## src/rtl/overlay_pkg.sv

```systemverilog
`default_nettype none
// ============================================================================
//  Module   : overlay_pkg
//  Purpose  : Shared types, geometry constants and the collision predicate
//             for the sprite-collision / text-reveal overlay. Imported by the
//             frame-rate sequencer and by the pixel-compositing datapath.
//  Ports    : none (package)
//  Revision : 1.0 - initial release
// ============================================================================
package overlay_pkg;

  // Video / sprite geometry
  localparam int H_ACTIVE     = 1920;
  localparam int V_ACTIVE     = 1080;
  localparam int SPR_W_SCALED = 256;
  localparam int MARGIN       = 20;

  // Message length in letters
  localparam int TEXT_LEN     = 11;

  // Sequencer state encodings (3-bit, kept stable for debug tooling)
  localparam logic [2:0] ST_IDLE     = 3'd0;
  localparam logic [2:0] ST_APPROACH = 3'd1;
  localparam logic [2:0] ST_REVEAL   = 3'd2;
  localparam logic [2:0] ST_HOLD     = 3'd3;

  typedef enum logic [2:0] {
    IDLE     = ST_IDLE,
    APPROACH = ST_APPROACH,
    REVEAL   = ST_REVEAL,
    HOLD     = ST_HOLD
  } state_e;

  // Two sprites collide once their margin-inset spans overlap. All operands
  // are 12-bit unsigned; the widest sum (1919 + 256) still fits, so nothing
  // wraps.
  function automatic logic collide(input logic [11:0] xa,
                                   input logic [11:0] xb,
                                   input logic [11:0] spr_w,
                                   input logic [11:0] margin);
    logic a_right_past_b_left;
    logic a_left_before_b_right;
    a_right_past_b_left   = ((xa + spr_w - margin) >= (xb + margin));
    a_left_before_b_right = ((xa + margin) <= (xb + spr_w - margin));
    return a_right_past_b_left && a_left_before_b_right;
  endfunction

endpackage
`default_nettype wire

```

## src/rtl/frame_tick_gen.sv

```systemverilog
`default_nettype none
// ============================================================================
//  Module   : frame_tick_gen
//  Purpose  : Rising-edge detector on vertical sync, qualified by a clock
//             enable. Produces exactly one single-cycle tick per vsync rise
//             as seen on enabled cycles.
//  Ports    : clk_i    - pixel clock
//             rst_ni   - asynchronous reset, active low
//             cen_i    - clock enable; the sync history only advances on it
//             vsync_i  - vertical sync input
//             tick_o   - frame tick (combinational, valid while cen_i=1)
//  Revision : 1.0 - initial release
// ============================================================================
module frame_tick_gen (
  input  logic clk_i,
  input  logic rst_ni,
  input  logic cen_i,
  input  logic vsync_i,
  output logic tick_o
);

  logic vsync_q;

  // History only moves on enabled cycles, so a rise that happens entirely
  // while cen_i is low (and falls again) never produces a tick.
  always_ff @(posedge clk_i or negedge rst_ni) begin
    if (!rst_ni) begin
      vsync_q <= 1'b0;
    end else if (cen_i) begin
      vsync_q <= vsync_i;
    end
  end

  assign tick_o = cen_i & vsync_i & ~vsync_q;

endmodule
`default_nettype wire

```

## src/rtl/overlay_anim_ctrl.sv

```systemverilog
`default_nettype none
// ============================================================================
//  Module   : overlay_anim_ctrl
//  Purpose  : Frame-rate sequencer for the sprite-collision and text-reveal
//             overlay. Moves two sprites toward each other, hides them on
//             collision, reveals the message one letter at a time, holds the
//             full text and then either loops or returns to idle.
//  Ports    : clk_i         - pixel clock
//             rst_ni        - asynchronous reset, active low
//             cen_i         - clock enable gating every state update
//             vsync_i       - vertical sync
//             start_i       - begin a sequence (honoured in IDLE only)
//             abort_i       - return to IDLE with cleared outputs
//             pause_i       - ignore frame ticks while high
//             x_a_o/x_b_o   - left/right sprite X position
//             sprites_vis_o - sprites drawn
//             letters_o     - letters revealed, 0..TEXT_LEN
//             busy_o        - sequencer not idle
//             done_o        - one-cen-cycle pulse at end of hold
//             state_o       - registered state encoding (debug)
//  Revision : 1.0 - initial release
// ============================================================================
module overlay_anim_ctrl #(
  parameter int H_ACTIVE          = overlay_pkg::H_ACTIVE,
  parameter int SPR_W_SCALED      = overlay_pkg::SPR_W_SCALED,
  parameter int STEP              = 3,
  parameter int MARGIN            = overlay_pkg::MARGIN,
  parameter int TEXT_LEN          = overlay_pkg::TEXT_LEN,
  parameter int FRAMES_PER_LETTER = 6,
  parameter int HOLD_FRAMES       = 120,
  parameter int LOOP              = 0
) (
  input  logic        clk_i,
  input  logic        rst_ni,
  input  logic        cen_i,
  input  logic        vsync_i,
  input  logic        start_i,
  input  logic        abort_i,
  input  logic        pause_i,
  output logic [10:0] x_a_o,
  output logic [10:0] x_b_o,
  output logic        sprites_vis_o,
  output logic [3:0]  letters_o,
  output logic        busy_o,
  output logic        done_o,
  output logic [2:0]  state_o
);

  import overlay_pkg::*;

  // Home position of the right sprite: flush against the right edge.
  localparam int X_B_HOME = H_ACTIVE - SPR_W_SCALED;
  // Left sprite keeps moving while its right edge is short of this line.
  localparam int A_LIMIT  = H_ACTIVE / 2 + SPR_W_SCALED / 2;
  // Right sprite keeps moving while its left edge is beyond this line.
  localparam int B_LIMIT  = H_ACTIVE / 2 - SPR_W_SCALED / 2;

  // One counter serves both the per-letter pacing and the hold period.
  localparam int CNT_MAX  = (HOLD_FRAMES > FRAMES_PER_LETTER) ? HOLD_FRAMES
                                                              : FRAMES_PER_LETTER;
  localparam int CNT_W    = $clog2(CNT_MAX + 1);

  // --------------------------------------------------------------------------
  // Frame tick
  // --------------------------------------------------------------------------
  logic tick;

  frame_tick_gen u_tick (
    .clk_i   (clk_i),
    .rst_ni  (rst_ni),
    .cen_i   (cen_i),
    .vsync_i (vsync_i),
    .tick_o  (tick)
  );

  // A paused tick is still consumed by the edge detector, it just has no
  // effect on the animation.
  logic tick_go;
  assign tick_go = tick & ~pause_i;

  // --------------------------------------------------------------------------
  // State
  // --------------------------------------------------------------------------
  state_e            state_q,   state_d;
  logic [10:0]       x_a_q,     x_a_d;
  logic [10:0]       x_b_q,     x_b_d;
  logic              vis_q,     vis_d;
  logic [3:0]        letters_q, letters_d;
  logic [CNT_W-1:0]  cnt_q,     cnt_d;
  logic              busy_q,    busy_d;
  logic              done_q,    done_d;

  // Geometry is evaluated at 12 bits on the registered positions.
  logic [11:0] x_a_ext;
  logic [11:0] x_b_ext;
  logic        collide_w;
  logic        a_may_move;
  logic        b_may_move;

  assign x_a_ext    = {1'b0, x_a_q};
  assign x_b_ext    = {1'b0, x_b_q};
  assign collide_w  = collide(x_a_ext, x_b_ext, 12'(SPR_W_SCALED), 12'(MARGIN));
  assign a_may_move = (x_a_ext + 12'(SPR_W_SCALED)) < 12'(A_LIMIT);
  assign b_may_move = x_b_ext > 12'(B_LIMIT);

  always_comb begin
    state_d   = state_q;
    x_a_d     = x_a_q;
    x_b_d     = x_b_q;
    vis_d     = vis_q;
    letters_d = letters_q;
    cnt_d     = cnt_q;
    done_d    = 1'b0;

    if (abort_i) begin
      state_d   = IDLE;
      x_a_d     = '0;
      x_b_d     = 11'(X_B_HOME);
      vis_d     = 1'b0;
      letters_d = '0;
      cnt_d     = '0;
    end else begin
      case (state_q)
        IDLE: begin
          if (start_i) begin
            state_d   = APPROACH;
            x_a_d     = '0;
            x_b_d     = 11'(X_B_HOME);
            vis_d     = 1'b1;
            letters_d = '0;
            cnt_d     = '0;
          end
        end

        APPROACH: begin
          if (tick_go) begin
            if (collide_w) begin
              // Positions freeze where the sprites met.
              state_d = REVEAL;
              vis_d   = 1'b0;
              cnt_d   = '0;
            end else begin
              if (a_may_move) x_a_d = x_a_q + 11'(STEP);
              if (b_may_move) x_b_d = x_b_q - 11'(STEP);
            end
          end
        end

        REVEAL: begin
          if (tick_go) begin
            if (letters_q >= 4'(TEXT_LEN)) begin
              // Unreachable in normal flow; keeps the count from overrunning.
              state_d = HOLD;
              cnt_d   = '0;
            end else if (cnt_q == CNT_W'(FRAMES_PER_LETTER - 1)) begin
              cnt_d     = '0;
              letters_d = letters_q + 4'd1;
              if ((letters_q + 4'd1) == 4'(TEXT_LEN)) begin
                state_d = HOLD;
              end
            end else begin
              cnt_d = cnt_q + 1'b1;
            end
          end
        end

        HOLD: begin
          if (tick_go) begin
            if (cnt_q == CNT_W'(HOLD_FRAMES - 1)) begin
              done_d = 1'b1;
              cnt_d  = '0;
              if (LOOP != 0) begin
                state_d   = APPROACH;
                x_a_d     = '0;
                x_b_d     = 11'(X_B_HOME);
                vis_d     = 1'b1;
                letters_d = '0;
              end else begin
                // Letters and positions stay on screen until the next start.
                state_d = IDLE;
              end
            end else begin
              cnt_d = cnt_q + 1'b1;
            end
          end
        end

        default: begin
          state_d = IDLE;
        end
      endcase
    end

    busy_d = (state_d != IDLE);
  end

  always_ff @(posedge clk_i or negedge rst_ni) begin
    if (!rst_ni) begin
      state_q   <= IDLE;
      x_a_q     <= '0;
      x_b_q     <= 11'(X_B_HOME);
      vis_q     <= 1'b0;
      letters_q <= '0;
      cnt_q     <= '0;
      busy_q    <= 1'b0;
      done_q    <= 1'b0;
    end else if (cen_i) begin
      state_q   <= state_d;
      x_a_q     <= x_a_d;
      x_b_q     <= x_b_d;
      vis_q     <= vis_d;
      letters_q <= letters_d;
      cnt_q     <= cnt_d;
      busy_q    <= busy_d;
      done_q    <= done_d;
    end
  end

  assign x_a_o         = x_a_q;
  assign x_b_o         = x_b_q;
  assign sprites_vis_o = vis_q;
  assign letters_o     = letters_q;
  assign busy_o        = busy_q;
  assign done_o        = done_q;
  assign state_o       = state_q;

endmodule
`default_nettype wire

```

## config.mk

```make
export PLATFORM = sky130hd
export DESIGN_NAME = overlay_anim_ctrl
export DESIGN_NICKNAME = d
export VERILOG_FILES = /design/src/rtl/overlay_pkg.sv /design/src/rtl/frame_tick_gen.sv /design/src/rtl/overlay_anim_ctrl.sv
export SDC_FILE = /design/constraint.sdc
export NUM_CORES = 1
export LEC_CHECK = 0
export CAP_MARGIN = 20
export CORE_UTILIZATION = 45
export DETAILED_ROUTE_END_ITERATION = 6
export PLACE_DENSITY = 0.66
export SLEW_MARGIN = 20
export SYNTH_ARGS = -nofsm -noshare
export SYNTH_HDL_FRONTEND = slang
export SYNTH_HIERARCHICAL = 1
export SYNTH_SLANG_ARGS = --single-unit
```

## constraint.sdc

```tcl
create_clock -name clk_i -period 3.8 [get_ports clk_i]
set_input_delay 0.57 -clock clk_i [delete_from_list [all_inputs] [get_ports clk_i]]
set_output_delay 0.57 -clock clk_i [all_outputs]
set_load 0.005 [all_outputs]
```

After elaboration in Yosys (flattened, before gate mapping). Cells that the tools add are included.

Register bits: 40. Input bits: 7. Output and inout bits: 32. Word-level logic and storage cells: 104.

Add/subtract/negate cells: 10. $lt $le $gt $ge: 5. Equality and inequality tests: 16. Multiplexer cells: 48. Bitwise gates (word level): 5. Reduce and logical (&&, ||, !) cells: 11.

Operators by type and width (count): two-way mux 11 bit (10); two-way mux 7 bit (9); one-hot mux 11 bit (2 select lines) (2); two-way mux 3 bit (10); != test 3 bit, second input constant (10); one-hot mux 7 bit (4 select lines) (1); adder 11 x 5 -> 12 bit, second input constant (2); adder 11 x 9 -> 12 bit, second input constant (2); subtractor 12 x 5 -> 12 bit, second input constant (2); two-way mux 4 bit (5); AND reduction 6 bit (3); greater-or-equal comparator 12 bit (1); less-or-equal comparator 12 bit (1); < comparator 12 x 11 -> 1 bit, second input constant (1); one-hot mux 3 bit (4 select lines) (1); adder 11 x 2 -> 11 bit, second input constant (1); greater-than comparator 11 x 10 -> 1 bit, second input constant (1); subtractor 11 x 2 -> 11 bit, second input constant (1); nonzero test 3 bit (3); two-way mux 1 bit (8); one-hot mux 4 bit (2 select lines) (1); adder 7 x 1 -> 7 bit, second input constant (1); == test 7 x 3 -> 1 bit, second input constant (1); == test 7 bit, second input constant (1); 13 further kinds (17).

Logic depth before layout (Yosys ltp). Gate-level depths: netlist of run 1.

Depth in word-level cells: 9. Mapped depth: 15. Mapped depth without buffers: 14.

Cells and area by module. Netlist of run 1, hierarchy kept.

Modules (own cells, without submodules): overlay_anim_ctrl (instances 1, cells an instance 424, area each 3505.9 sq um, sequential area each 979.7 sq um); frame_tick_gen (instances 1, cells an instance 3, area each 50.0 sq um, sequential area each 25.0 sq um).

Worst setup path before layout of run 1. OpenSTA, ideal clock, no wires.

Path type: register to register. Start point: register x_a_q[7] (netlist: x_a_o[7]). End point: register x_a_q[10] (netlist: x_a_o[10]). Setup time: 0.126 ns. Data arrival time: 3.250 ns. Data required time: 3.674 ns. Path slack: 0.424 ns. Cell stages (with the launch flop): 15. Buffers on the path: 1. Cell sequence: dfrtp_1 clkbuf_1 or3_1 nor3_1 nand2_1 xor2_1 a22o_1 ha_1 nand2_1 nor2_1 a211oi_1 o211ai_1 nand2_1 nand4_1 o311a_1.

Cells in the longest elaborated chain, start to end: 6. Elaborated cells on any way between the ends: 16.

RTL lines: start: declaration (line overlay_anim_ctrl.sv:85) `logic [10:0] x_a_q, x_a_d;`; start signal: assignment (line overlay_anim_ctrl.sv:200) `x_a_q <= '0;`; start signal: assignment (line overlay_anim_ctrl.sv:209) `x_a_q <= x_a_d;`; adder 11 x 9 -> 12 bit / adder 11 x 2 -> 11 bit (equally long branches) (line overlay_pkg.sv:43, overlay_anim_ctrl.sv:103, overlay_anim_ctrl.sv:143); subtractor 12 x 5 -> 12 bit / two-way mux 11 bit (equally long branches) (line overlay_pkg.sv:43, overlay_anim_ctrl.sv:143); greater-or-equal comparator 12 bit / two-way mux 11 bit (equally long branches) (line overlay_pkg.sv:43, overlay_anim_ctrl.sv:137); logical AND 1 bit / two-way mux 11 bit (equally long branches) (line overlay_pkg.sv:45, overlay_anim_ctrl.sv:136); != test 3 bit (no line) / one-hot mux 11 bit (2 select lines) (equally long branches); AND reduction 6 bit (no line) / two-way mux 11 bit (equally long branches).

Parallel ways exist; a longest one is shown, timed or not. The select of a mux whose other input is x is not followed. A chain may end at the register's enable or synchronous reset.

Final worst setup path of run 1.
Start point: register x_a_q[7] (netlist: x_a_o[7]). End point: register x_b_q[7] (netlist: x_b_o[7]).

Cells in the longest elaborated chain, start to end: 6. Elaborated cells on any way between the ends: 8.

RTL lines: adder 11 x 9 -> 12 bit (line overlay_pkg.sv:43) `a_right_past_b_left = ((xa + spr_w - margin) >= (xb + margin));`; subtractor 12 x 5 -> 12 bit (line overlay_pkg.sv:43); greater-or-equal comparator 12 bit (line overlay_pkg.sv:43); logical AND 1 bit * (line overlay_pkg.sv:45) `return a_right_past_b_left && a_left_before_b_right;`; != test 3 bit (no line) *; AND reduction 6 bit (no line) *; end signal: assignment (line overlay_anim_ctrl.sv:201) `x_b_q <= 11'(X_B_HOME);`; end: declaration (line overlay_anim_ctrl.sv:86) `logic [10:0] x_b_q, x_b_d;`.

Mark *: on every way between the ends. The rest lies on a longest branch, timed or not.

==> run_summary.xml, run 1 <==
<?xml version="1.0" encoding="UTF-8"?>
<metrics>
  <group name="clock_network">
    <metric name="cts-root-to-sink-buffers" unit="">2</metric>
    <metric name="cts_root_buffer" unit="">clkbuf_8</metric>
    <metric name="clock_insertion_delay_worst_skew" unit="ns">0.31</metric>
    <metric name="cts_sinks" unit="">40</metric>
    <metric name="numCtsBuffers" unit="">5</metric>
    <metric name="tritoncts_clock_tree" unit="">done</metric>
    <metric name="htree_num_levels" unit="">2</metric>
    <metric name="worst_setup_hold_path_clk_slew" unit="ns">0.10</metric>
    <metric name="cts_hold_repair.buffers" unit="">0</metric>
  </group>
  <group name="timing">
    <metric name="timing.slew.headroom" unit="%">35.2</metric>
    <metric name="setup_total_negative_slack" unit="ns">0</metric>
    <metric name="drv_slew" unit="">0</metric>
    <metric name="achievable-frequency" unit="GHz">0.277</metric>
    <metric name="number_of_hold_slack_violations_in_the_final_timing_report" unit="">0</metric>
    <metric name="fin_skew" unit="ns">0.0162</metric>
    <metric name="final_period_minus_worst_setup_slack" unit="ns">3.61</metric>
    <metric name="fin_worst_hold_slack" unit="ns">0.391</metric>
    <metric name="worst_slew_pin_slew" unit="ns">0.966</metric>
    <metric name="setup_viol" unit="">0</metric>
    <metric name="timing.final.crit_share" unit="%">95.0</metric>
  </group>
  <group name="setup_path">
    <metric name="r2r_setup_slack" unit="ns">0.19</metric>
    <metric name="crit_cells" unit="">15</metric>
    <metric name="cp_slowest_cell" unit="">dfrtp_1</metric>
    <metric name="critical_path.startpoint_type" unit="">flop</metric>
    <metric name="worst_reg2reg_startpoint" unit="">x_a_o[7]</metric>
    <metric name="category_of_the_critical_setup_timing_path" unit="">reg -&gt; reg</metric>
    <metric name="r2r.worst_path.cells" unit="">15</metric>
    <metric name="critical_path.reg2reg.endpoint" unit="">x_b_o[7]</metric>
    <metric name="worstPathCellList" unit="">or3_1 &gt; nor3_1 &gt; nand2_1 &gt; xor2_1 &gt; a22o_1 &gt; ha_1 &gt; nand2_1 &gt; nor2_1 &gt; a211oi_1 &gt; buf_4 &gt; o211ai_1 &gt; a21oi_2 &gt; buf_4 &gt; and2_1 &gt; a41oi_1</metric>
    <metric name="critical_path_arrival" unit="ns">3.83</metric>
    <metric name="cp_num_buf_inv" unit="">2</metric>
    <metric name="worst_ep_required_time" unit="ns">4.02</metric>
    <metric name="critPathCapture" unit="">x_b_o[7]</metric>
    <metric name="worstPathMaxFanout" unit="">8</metric>
    <metric name="critPathMaxStageDelay" unit="ns">0.50</metric>
    <metric name="critPathTopFamily" unit="">compound AO/OA/AOI/OAI gates</metric>
    <metric name="worstSetupEndpointType" unit="">flop</metric>
    <metric name="worst_setup_path_startpoint" unit="">x_a_o[7]</metric>
  </group>
  <group name="synth">
    <metric name="synth-warning-count" unit="">6</metric>
    <metric name="seq_area_frac_synth" unit="%">28.3</metric>
    <metric name="synth_area_per_cell" unit="µm²">8.33</metric>
    <metric name="postSynthCellCount" unit="">427</metric>
    <metric name="synth-edff-count" unit="">0</metric>
    <metric name="cell_area_after_synthesis" unit="µm²">3560</metric>
    <metric name="synth.ff_latch_count" unit="">40</metric>
    <metric name="number_of_library_cell_types_mapped_by_synthesis" unit="">65</metric>
    <metric name="synth-main-ff-cell" unit="">dfrtp_1</metric>
    <metric name="post_synth_net_total" unit="">467</metric>
    <metric name="synth-async-reset-ratio" unit="%">100</metric>
  </group>
  <group name="placed_design">
    <metric name="hpwl" unit="µm">7090</metric>
    <metric name="io_buffer_count" unit="">38</metric>
    <metric name="gp_routability_congestion" unit="">0.917</metric>
  </group>
  <group name="die">
    <metric name="coreArea" unit="µm²">7690</metric>
    <metric name="die-area" unit="µm²">8260</metric>
    <metric name="floorplan.initialDensity" unit="%">46.3</metric>
    <metric name="die_w" unit="µm">90.9</metric>
    <metric name="io-pin-count" unit="">39</metric>
    <metric name="placementRows" unit="">32</metric>
    <metric name="dieHeight" unit="µm">90.9</metric>
  </group>
  <group name="power_and_ir_drop">
    <metric name="design_power" unit="W">0.00109</metric>
    <metric name="power.density" unit="nW/µm²">256</metric>
    <metric name="power_leakage" unit="nW">1.88</metric>
    <metric name="ir_worst_vdd" unit="mV">0.178</metric>
  </group>
  <group name="final_layout">
    <metric name="area.growth.synth_to_final" unit="%">20.1</metric>
    <metric name="final_layout_size_suffix_gt1_share" unit="%">10.8</metric>
    <metric name="design.final.nets" unit="">513</metric>
    <metric name="antenna-diode-count" unit="">0</metric>
  </group>
  <group name="drt">
    <metric name="drt_first_pass_iters" unit="">5</metric>
    <metric name="drt-initial-drc-count" unit="">257</metric>
    <metric name="drc" unit="">0</metric>
    <metric name="drt-total-wl" unit="µm">9420</metric>
    <metric name="wire_length_per_cell_after_detailed_routing" unit="µm">16.4</metric>
    <metric name="avgViaCountPerCell" unit="">5.94</metric>
    <metric name="num_vias" unit="">3420</metric>
    <metric name="final_antenna_net_count" unit="">0</metric>
  </group>
  <group name="global_routing">
    <metric name="grt_use_met2" unit="%">34.2</metric>
    <metric name="wire_length_of_the_first_global_routing_pass" unit="µm">15500</metric>
    <metric name="gr_busiest_metal" unit="">met1</metric>
    <metric name="globalRoute.totalOverflow" unit="">0</metric>
    <metric name="met1_usage" unit="%">35.5</metric>
    <metric name="grt_use_met3" unit="%">3.70</metric>
    <metric name="grt_max_degree" unit="">41</metric>
    <metric name="initial_antenna_violation_count" unit="">0</metric>
    <metric name="number_of_global_route_vias_before_repair" unit="">3135</metric>
    <metric name="grt_use_total" unit="%">23.4</metric>
  </group>
  <group name="min_path">
    <metric name="min-delay-path-class" unit="">in -&gt; async</metric>
  </group>
  <group name="status">
    <metric name="run_status" unit="">complete, no violations</metric>
  </group>
  <group name="job">
    <metric name="cap_viol_max_count" unit="">0</metric>
  </group>
</metrics>
[metal layers]
| layer | vias up | routed length, µm |
|---|---|---|
| li1 | 1644 | - |
| met1 | 1605 | 4550 |
| met2 | 154 | 4000 |
| met3 | 17 | 683 |
| met4 | 0 | 188 |
| met5 | - | 0 |
[worst reg2reg max path, cell delays in order (launching register included)]
cell	delay [ns]
dfrtp_1	0.50
or3_1	0.46
nor3_1	0.26
nand2_1	0.10
xor2_1	0.15
a22o_1	0.23
ha_1	0.31
nand2_1	0.08
nor2_1	0.05
a211oi_1	0.30
buf_4	0.20
o211ai_1	0.26
a21oi_2	0.20
buf_4	0.15
and2_1	0.15
a41oi_1	0.12
[kinds of logic after synthesis]
kind of cell | share of synthesized area [%]
simple gates | 22.3
compound gates | 24.0
buf+inv | 4.57
flops | 28.3
fa+ha+maj | 11.6
xor+xnor | 7.14
mux | 2.11
[placed cells by master, fill, tap and decap left out, types with 9 or more instances in the layout]
cell type and count:
nor3_1 9, a21o_1 11, inv_1 22, o21ai_1 15
clkdlybuf4s50_1 37, ha_1 33, nor2_1 33, xor2_1 14
nand2_1 41, xnor2_1 15, buf_4 22, dfrtp_1 37
a21oi_1 25, o21ai_0 10
[sequential cells by signal, summed over array words and instances, names as in the netlist]
name / count
busy_o: 1
sprites_vis_o: 1
done_o: 1
u_tick/vsync_q: 1
cnt_q: 7
letters_o: 4
x_a_o: 11
state_o: 3
x_b_o: 11
[worst min-delay path by stage]
stage	slack (ns)	endpoint	from
finish	0.39	x_b_o[5]	rst_ni
global route	0.47	state_o[2]	rst_ni
CTS	0.44	x_a_o[8]	rst_ni
detailed placement	0.49	u_tick/vsync_q	u_tick/vsync_q
global placement	0.49	u_tick/vsync_q	u_tick/vsync_q
floorplan	0.27	busy_o	rst_ni
[Yosys cell counts (9+ instances only)]
| cell | instances | area share, % |
|---|---|---|
| ha_1 | 33 | 12 |
| clkbuf_1 | 20 | 2.1 |
| xor2_1 | 14 | 3.4 |
| o21ai_1 | 15 | 2.1 |
| dfrtp_1 | 37 | 26 |
| nand2_1 | 43 | 4.5 |
| a21oi_1 | 25 | 3.5 |
| inv_1 | 22 | 2.3 |
| xnor2_1 | 15 | 3.7 |
| nor3_1 | 9 | 1.3 |
| o21ai_0 | 10 | 1.4 |
| a21o_1 | 11 | 2.3 |
| nor2_1 | 33 | 3.5 |
[timing repair]
item	CTS	global route
setup endpoints to repair	0	10
buffers inserted	0	3
resized for setup	0	2
[power breakdown]
group	leakage [nW]	switching (W)	internal, W
Sequential	0.541	0.0000160	0.000440
Combinational	1.27	0.000137	0.000107
Clock	0.0614	0.000178	0.000215
[metrics by stage]
step                cell area [µm²]  std cells  util, %  setup WS, ns
floorplan                      3560        427        -         0.424
CTS                            4240        573     55.2         0.157
global placement               4120        565     53.6         0.218
finish                         4270        576     55.6         0.189
global route                   4270        576     55.6      -0.00728
detailed placement             4120        565     53.6         0.195
[final cells by class]
type / count / area [µm²]
Timing Repair Buffer: 60 / 541
Tap cell: 102 / 128
Multi-Input combinational cell: 344 / 2390
Clock buffer: 6 / 82.6
Fill cell: 744 / 3420
Clock inverter: 2 / 38.8
Inverter: 22 / 82.6
Sequential cell: 40 / 1000
Power figures use the tool's default switching activity.
==> run 2, diff against run 1 <==
--- a/config.mk
+++ b/config.mk
@@ -5,9 +5,11 @@
 export SDC_FILE = /design/constraint.sdc
 export NUM_CORES = 1
 export LEC_CHECK = 0
+export ABC_AREA = 1
 export CAP_MARGIN = 20
 export CORE_UTILIZATION = 45
 export DETAILED_ROUTE_END_ITERATION = 6
+export MAX_ROUTING_LAYER = met4
 export PLACE_DENSITY = 0.66
 export SLEW_MARGIN = 20
 export SYNTH_ARGS = -nofsm -noshare
==> run 2 against run 1 <==
Compared with the run above: critical path depth grew 2; count of clock-buffer cells in the layout up 1; wire length fell by 3.3%; clock skew is 0.0091 ns lower; final cell count is 21% higher; total power is 20% higher; register-to-register slack improved by 0.18 ns; cell area increased by 0.67%.
==> run_summary.xml, run 2 <==
<?xml version="1.0" encoding="UTF-8"?>
<metrics>
  <group name="status">
    <metric name="run_status" unit="">complete, no violations</metric>
  </group>
  <group name="synth">
    <metric name="synth-main-ff-cell" unit="">dfrtp_1</metric>
    <metric name="synth_area_per_cell" unit="µm²">6.64</metric>
    <metric name="synth.ff_latch_count" unit="">40</metric>
    <metric name="cell_area_after_synthesis" unit="µm²">3730</metric>
    <metric name="synth-edff-count" unit="">0</metric>
    <metric name="synth-async-reset-ratio" unit="%">100</metric>
    <metric name="seq_area_frac_synth" unit="%">27.0</metric>
    <metric name="synth.most_common_cell" unit="">nand2_1</metric>
    <metric name="ys_top_cells_by_count" unit="">nand2_1 (156), inv_1 (75), nor2_1 (56), nand3_1 (55), dfrtp_1 (37)</metric>
    <metric name="synth-warning-count" unit="">6</metric>
    <metric name="synth_top_cell_by_area" unit="">dfrtp_1</metric>
    <metric name="synth_top_area_share" unit="%">24.8</metric>
    <metric name="synth.area.top_cells" unit="">dfrtp_1 (25%), nand2_1 (16%), ha_1 (11%)</metric>
    <metric name="post_synth_net_total" unit="">601</metric>
    <metric name="postSynthCellCount" unit="">561</metric>
    <metric name="number_of_library_cell_types_mapped_by_synthesis" unit="">36</metric>
  </group>
  <group name="timing">
    <metric name="fin_skew" unit="ns">0.00712</metric>
    <metric name="unrepaired_setup_endpoints_after_global_routing" unit="">no</metric>
    <metric name="setup_total_negative_slack" unit="ns">0</metric>
    <metric name="timing.slew.headroom" unit="%">37.5</metric>
    <metric name="final_period_minus_worst_setup_slack" unit="ns">3.43</metric>
    <metric name="achievable-frequency" unit="GHz">0.292</metric>
    <metric name="timing.final.crit_share" unit="%">90.3</metric>
    <metric name="drv_slew" unit="">0</metric>
    <metric name="worst_slew_pin_slew" unit="ns">0.937</metric>
    <metric name="setup_viol" unit="">0</metric>
    <metric name="number_of_hold_slack_violations_in_the_final_timing_report" unit="">0</metric>
  </group>
  <group name="die">
    <metric name="die_w" unit="µm">93.0</metric>
    <metric name="coreArea" unit="µm²">7850</metric>
    <metric name="die-area" unit="µm²">8650</metric>
    <metric name="io-pin-count" unit="">39</metric>
    <metric name="dieHeight" unit="µm">93.0</metric>
    <metric name="placementRows" unit="">32</metric>
    <metric name="floorplan.initialDensity" unit="%">47.5</metric>
  </group>
  <group name="placed_design">
    <metric name="gp_routability_congestion" unit="">0.870</metric>
    <metric name="dpl.cell_count" unit="">691</metric>
    <metric name="io_buffer_count" unit="">38</metric>
    <metric name="hpwl" unit="µm">7020</metric>
  </group>
  <group name="global_routing">
    <metric name="grt_use_total" unit="%">23.3</metric>
    <metric name="initial_antenna_violation_count" unit="">0</metric>
    <metric name="number_of_global_route_vias_before_repair" unit="">3411</metric>
    <metric name="wire_length_of_the_first_global_routing_pass" unit="µm">15700</metric>
    <metric name="globalRoute.totalOverflow" unit="">0</metric>
    <metric name="grt_max_degree" unit="">41</metric>
  </group>
  <group name="clock_network">
    <metric name="cts_root_buffer" unit="">clkbuf_8</metric>
    <metric name="clock_insertion_delay_worst_skew" unit="ns">0.30</metric>
    <metric name="tritoncts_clock_tree" unit="">done</metric>
    <metric name="post-cts-setup-buffer-count" unit="">0</metric>
    <metric name="cts-root-to-sink-buffers" unit="">2</metric>
    <metric name="numCtsBuffers" unit="">5</metric>
    <metric name="cts_resized" unit="">0</metric>
    <metric name="worst_setup_hold_path_clk_slew" unit="ns">0.09</metric>
    <metric name="cts_sinks" unit="">40</metric>
    <metric name="cts_hold_repair.buffers" unit="">0</metric>
    <metric name="htree_num_levels" unit="">2</metric>
  </group>
  <group name="setup_path">
    <metric name="worst_reg2reg_startpoint" unit="">x_a_o[8]</metric>
    <metric name="worstPathCellList" unit="">ha_1 &gt; nor2_1 &gt; nor2_1 &gt; nor4_1 &gt; o2111ai_1 &gt; xnor2_1 &gt; ha_1 &gt; a21oi_1 &gt; o21ai_0 &gt; nor2_1 &gt; nand2_1 &gt; nand2_1 &gt; nand3_1 &gt; nand2_1 &gt; nand2_1 &gt; nand2_1 &gt; nand2_1</metric>
    <metric name="worst_setup_path_startpoint" unit="">x_a_o[8]</metric>
    <metric name="critPathMaxStageDelay" unit="ns">0.47</metric>
    <metric name="category_of_the_critical_setup_timing_path" unit="">reg -&gt; reg</metric>
    <metric name="critical_path_arrival" unit="ns">3.62</metric>
    <metric name="cpMostUsedCell" unit="">nand2_1</metric>
    <metric name="worstPathMaxFanout" unit="">11</metric>
    <metric name="worstSetupEndpointType" unit="">flop</metric>
    <metric name="r2r.worst_path.cells" unit="">17</metric>
    <metric name="critical_path.reg2reg.endpoint" unit="">x_a_o[3]</metric>
    <metric name="cp_slowest_cell" unit="">dfrtp_1</metric>
    <metric name="r2r_setup_slack" unit="ns">0.37</metric>
    <metric name="critical_path.startpoint_type" unit="">flop</metric>
    <metric name="worst_ep_required_time" unit="ns">3.99</metric>
  </group>
  <group name="drt">
    <metric name="num_vias" unit="">3597</metric>
    <metric name="drt-total-wl" unit="µm">9110</metric>
    <metric name="wire_length_per_cell_after_detailed_routing" unit="µm">13.0</metric>
    <metric name="drt_first_pass_iters" unit="">5</metric>
    <metric name="drc" unit="">0</metric>
    <metric name="final_antenna_net_count" unit="">0</metric>
    <metric name="avgViaCountPerCell" unit="">5.15</metric>
    <metric name="drt-initial-drc-count" unit="">177</metric>
  </group>
  <group name="final_layout">
    <metric name="design.final.nets" unit="">636</metric>
    <metric name="layout_common_cells" unit="">nand2_1 (156), inv_1 (75), nor2_1 (56)</metric>
    <metric name="final_layout_size_suffix_gt1_share" unit="%">5.03</metric>
    <metric name="leading_cell_type_in_the_layout_fill_and_taps_excluded" unit="">nand2_1</metric>
    <metric name="antenna-diode-count" unit="">0</metric>
    <metric name="area.growth.synth_to_final" unit="%">15.4</metric>
    <metric name="fin_cells" unit="">699</metric>
  </group>
  <group name="job">
    <metric name="cap_viol_max_count" unit="">0</metric>
  </group>
  <group name="min_path">
    <metric name="min-delay-path-class" unit="">in -&gt; async</metric>
  </group>
  <group name="power_and_ir_drop">
    <metric name="ir_worst_vdd" unit="mV">0.144</metric>
    <metric name="power_leakage" unit="nW">2.15</metric>
    <metric name="power.density" unit="nW/µm²">305</metric>
  </group>
</metrics>
## run 2: report_power, final
part / internal [W] / switching, W
combinational: 0.000167 / 0.000245
clock: 0.000232 / 0.000165
sequential: 0.000457 / 0.0000454
total: 0.000856 / 0.000455
## run 2: critical path: cells and delay by family (launching register included)
family / cells / cell delay (ns)
and+or+nand+nor: 11 / 1.57
adders and majority gates: 2 / 0.59
AOI/OAI and AO/OA: 3 / 0.50
DFF: 1 / 0.47
xor gates and xnor gates: 1 / 0.20
## run 2: cell families (layout without fill, tap and decap cells)
group,after synthesis,in the layout,share of synthesized area (%)
and+or+nand+nor,296,296,34.1
buffers and inverters,93,129,10.3
AOI/OAI and AO/OA,67,67,10.1
DFF,40,40,27.0
adders and majority gates,33,33,11.1
xor gates and xnor gates,32,32,7.52
## run 2: worst max path at each step
stage / end / slack (ns) / cells past startpoint
after floorplan: x_b_o[2] / 1.10 / 18
after global placement: x_a_o[3] / 0.32 / 17
after detailed placement: x_a_o[4] / 0.46 / 17
after CTS: x_a_o[4] / 0.42 / 17
after global routing: x_b_o[4] / 0.07 / 17
final: x_a_o[3] / 0.37 / 17
## run 2: area by class of cell
| cell class | count | area [µm²] |
|---|---|---|
| multi-input cells | 428 | 2340 |
| clock inverters | 1 | 30.0 |
| well taps | 102 | 128 |
| clock buffers | 7 | 96.3 |
| flip-flops and latches | 40 | 1000 |
| repair buffers | 42 | 405 |
| fillers | 812 | 3550 |
| inverters | 79 | 297 |
## run 2: stage by stage
stage	worst slack (ns)	hold slack, ns	instance area, µm²	util [%]	power [W]
finish	0.370	0.409	4300	54.8	0.00131
global route	0.0707	0.489	4300	54.8	0.00141
CTS	0.422	0.447	4300	54.8	0.00132
detailed placement	0.463	0.488	4170	53.2	0.000922
global placement	0.317	0.474	4170	53.2	0.000916
floorplan	1.10	0.274	3730	-	0.000785
## run 2: per-layer routing
| layer | share of wire [%] | vias up | GRT usage [%] |
|---|---|---|---|
| li1 | - | 1863 | - |
| met1 | 47 | 1647 | 30.0 |
| met2 | 48 | 73 | 38.7 |
| met3 | 3.3 | 14 | 2.44 |
| met4 | 1.2 | 0 | 7.05 |
| met5 | 0 | - | - |
==> run 3, diff against run 2 <==
--- a/config.mk
+++ b/config.mk
@@ -7,10 +7,12 @@
 export LEC_CHECK = 0
 export ABC_AREA = 1
 export CAP_MARGIN = 20
-export CORE_UTILIZATION = 45
+export CELL_PAD_IN_SITES_DETAIL_PLACEMENT = 0
+export CELL_PAD_IN_SITES_GLOBAL_PLACEMENT = 1
+export CORE_UTILIZATION = 41
 export DETAILED_ROUTE_END_ITERATION = 6
 export MAX_ROUTING_LAYER = met4
-export PLACE_DENSITY = 0.66
+export PLACE_DENSITY_LB_ADDON = 0.1
 export SLEW_MARGIN = 20
 export SYNTH_ARGS = -nofsm -noshare
 export SYNTH_HDL_FRONTEND = slang
==> constraint.sdc (replaced) <==
create_clock -name clk_i -period 3.75 [get_ports clk_i]
set_input_delay 0.5625 -clock clk_i [delete_from_list [all_inputs] [get_ports clk_i]]
set_output_delay 0.5625 -clock clk_i [all_outputs]
set_load 0.005 [all_outputs]
==> run 3 against run 2 <==
Compared with the run above: maximum frequency increased by 4.7%; clock skew increased by 0.00076 ns; sequential power increased by 1%; count of clock-buffer cells in the layout fell by 2; setup slack gained 0.10 ns; flip-flop and latch count stayed put; final cell count is 0.72% higher; first-iteration DRC count is 15% lower; die area is 9.5% higher; global-route usage shrank 1.5 points; sequential share of layout area fell by 0.095 points; non-clock buffer count stayed put; critical endpoint is now x_a_o[5]; largest cell class unchanged; highest routed layer unchanged.
==> run_summary.xml, run 3 (synthesized netlist as in run 2, its figures left out) <==
<?xml version="1.0" encoding="UTF-8"?>
<metrics>
  <group name="global_routing">
    <metric name="grt_max_degree" unit="">41</metric>
    <metric name="globalRoute.totalOverflow" unit="">0</metric>
    <metric name="initial_antenna_violation_count" unit="">0</metric>
    <metric name="grt_use_total" unit="%">21.8</metric>
    <metric name="wire_length_of_the_first_global_routing_pass" unit="µm">16600</metric>
    <metric name="number_of_global_route_vias_before_repair" unit="">3593</metric>
  </group>
  <group name="setup_path">
    <metric name="worstSetupEndpointType" unit="">flop</metric>
    <metric name="critical_path.startpoint_type" unit="">flop</metric>
    <metric name="worst_ep_required_time" unit="ns">3.94</metric>
    <metric name="cp_num_buf_inv" unit="">0</metric>
    <metric name="critPathCapture" unit="">x_a_o[5]</metric>
    <metric name="worst_setup_path_startpoint" unit="">x_a_o[8]</metric>
    <metric name="cpMostUsedCell" unit="">nand2_1</metric>
    <metric name="category_of_the_critical_setup_timing_path" unit="">reg -&gt; reg</metric>
    <metric name="r2r_setup_slack" unit="ns">0.47</metric>
    <metric name="critPathMaxStageDelay" unit="ns">0.48</metric>
    <metric name="worst_reg2reg_startpoint" unit="">x_a_o[8]</metric>
    <metric name="cp_slowest_cell" unit="">dfrtp_1</metric>
    <metric name="worstPathCellList" unit="">ha_1 &gt; nor2_1 &gt; nor2_1 &gt; nor4_1 &gt; o2111ai_1 &gt; xnor2_1 &gt; ha_1 &gt; a21oi_1 &gt; o21ai_0 &gt; nor2_1 &gt; nand2_1 &gt; nand2_1 &gt; nand3_1 &gt; nand2_1 &gt; nand2_2 &gt; nand2_1 &gt; nand2_1</metric>
    <metric name="worstPathMaxFanout" unit="">11</metric>
    <metric name="critical_path.reg2reg.endpoint" unit="">x_a_o[5]</metric>
    <metric name="crit_cells" unit="">17</metric>
    <metric name="r2r.worst_path.cells" unit="">17</metric>
    <metric name="critPathTopFamily" unit="">simple AND/OR/NAND/NOR gates</metric>
    <metric name="critical_path_arrival" unit="ns">3.46</metric>
  </group>
  <group name="timing">
    <metric name="unrepaired_setup_endpoints_after_global_routing" unit="">no</metric>
    <metric name="fin_skew" unit="ns">0.00788</metric>
    <metric name="setup_total_negative_slack" unit="ns">0</metric>
    <metric name="number_of_hold_slack_violations_in_the_final_timing_report" unit="">0</metric>
    <metric name="final_period_minus_worst_setup_slack" unit="ns">3.28</metric>
    <metric name="timing.final.crit_share" unit="%">87.4</metric>
    <metric name="drv_slew" unit="">0</metric>
    <metric name="timing.slew.headroom" unit="%">63.5</metric>
    <metric name="worst_slew_pin_slew" unit="ns">0.547</metric>
    <metric name="achievable-frequency" unit="GHz">0.305</metric>
    <metric name="setup_viol" unit="">0</metric>
  </group>
  <group name="job">
    <metric name="cap_viol_max_count" unit="">0</metric>
  </group>
  <group name="die">
    <metric name="io-pin-count" unit="">39</metric>
    <metric name="floorplan.initialDensity" unit="%">42.5</metric>
    <metric name="die-area" unit="µm²">9470</metric>
    <metric name="dieHeight" unit="µm">97.3</metric>
    <metric name="coreArea" unit="µm²">8760</metric>
    <metric name="placementRows" unit="">34</metric>
    <metric name="die_w" unit="µm">97.3</metric>
  </group>
  <group name="placed_design">
    <metric name="gp_routability_congestion" unit="">0.857</metric>
    <metric name="place_area" unit="µm²">4180</metric>
    <metric name="io_buffer_count" unit="">38</metric>
    <metric name="hpwl" unit="µm">7290</metric>
  </group>
  <group name="final_layout">
    <metric name="antenna-diode-count" unit="">0</metric>
    <metric name="design.final.nets" unit="">636</metric>
    <metric name="finish.instance_area" unit="µm²">4320</metric>
    <metric name="leading_cell_type_in_the_layout_fill_and_taps_excluded" unit="">nand2_1</metric>
    <metric name="layout_common_cells" unit="">nand2_1 (154), inv_1 (75), nor2_1 (56)</metric>
    <metric name="final_layout_size_suffix_gt1_share" unit="%">5.20</metric>
    <metric name="area.growth.synth_to_final" unit="%">15.8</metric>
  </group>
  <group name="drt">
    <metric name="wire_length_per_cell_after_detailed_routing" unit="µm">13.3</metric>
    <metric name="drt-initial-drc-count" unit="">150</metric>
    <metric name="final_antenna_net_count" unit="">0</metric>
    <metric name="drt-total-wl" unit="µm">9400</metric>
    <metric name="drc" unit="">0</metric>
    <metric name="avgViaCountPerCell" unit="">5.10</metric>
    <metric name="num_vias" unit="">3592</metric>
    <metric name="drt_first_pass_iters" unit="">5</metric>
  </group>
  <group name="clock_network">
    <metric name="htree_num_levels" unit="">2</metric>
    <metric name="post-cts-setup-buffer-count" unit="">0</metric>
    <metric name="clock_insertion_delay_worst_skew" unit="ns">0.29</metric>
    <metric name="numCtsBuffers" unit="">5</metric>
    <metric name="tritoncts_clock_tree" unit="">done</metric>
    <metric name="worst_setup_hold_path_clk_slew" unit="ns">0.08</metric>
    <metric name="cts-root-to-sink-buffers" unit="">2</metric>
    <metric name="cts_hold_repair.buffers" unit="">0</metric>
    <metric name="cts_root_buffer" unit="">clkbuf_8</metric>
    <metric name="cts_sinks" unit="">40</metric>
    <metric name="cts_resized" unit="">0</metric>
  </group>
  <group name="min_path">
    <metric name="min-delay-path-class" unit="">in -&gt; async</metric>
  </group>
  <group name="status">
    <metric name="run_status" unit="">complete, no violations</metric>
  </group>
  <group name="power_and_ir_drop">
    <metric name="power_leakage" unit="nW">2.15</metric>
    <metric name="ir_worst_vdd" unit="mV">0.131</metric>
    <metric name="power.density" unit="nW/µm²">313</metric>
  </group>
</metrics>
[run 3: changes by cell type in the layout (fill, tap and decap cells not counted), sizes merged]
cell / change
bufinv: +1
clkbuf: -2
[run 3: stage by stage]
step / util [%] / power [W] / hold WS [ns] / setup WS, ns / instances
after floorplan: - / 0.000796 / 0.267 / 1.05 / 561
after global placement: 47.7 / 0.000936 / 0.476 / 0.340 / 697
after detailed placement: 47.7 / 0.000941 / 0.484 / 0.377 / 697
after CTS: 49.2 / 0.00137 / 0.458 / 0.341 / 704
after global routing: 49.3 / 0.00146 / 0.296 / 0.0776 / 704
final: 49.3 / 0.00135 / 0.251 / 0.474 / 704
[run 3: worst min-delay path by stage]
| stage | to | start | slack, ns |
|---|---|---|---|
| after floorplan | busy_o | rst_ni | 0.27 |
| after CTS | x_a_o[9] | rst_ni | 0.46 |
| after global routing | x_a_o[9] | rst_ni | 0.30 |
| final | x_a_o[7] | rst_ni | 0.25 |
| after detailed placement | u_tick/vsync_q | u_tick/vsync_q | 0.48 |
| after global placement | u_tick/vsync_q | u_tick/vsync_q | 0.48 |
[run 3: layout make-up]
cell class / instances / area, µm²
Clock inverter: 2 / 60.1
Sequential cell: 40 / 1000
Clock buffer: 5 / 68.8
Inverter: 79 / 297
Timing Repair Buffer: 42 / 408
Tap cell: 108 / 135
Multi-Input combinational cell: 428 / 2340
Fill cell: 947 / 4450
[run 3: metal layers]
layer / GRT usage [%] / part of all wire, % / vias to the layer above
li1: - / - / 1867
met1: 27.2 / 47 / 1676
met2: 37.7 / 50 / 42
met3: 2.45 / 2.2 / 7
met4: 5.54 / 0.83 / 0
met5: - / 0 / -
[run 3: power breakdown]
part           switching (W)  leakage [nW]  internal [W]
logic               0.000253          1.54      0.000171
clock network       0.000159        0.0642      0.000262
registers          0.0000454         0.540      0.000463
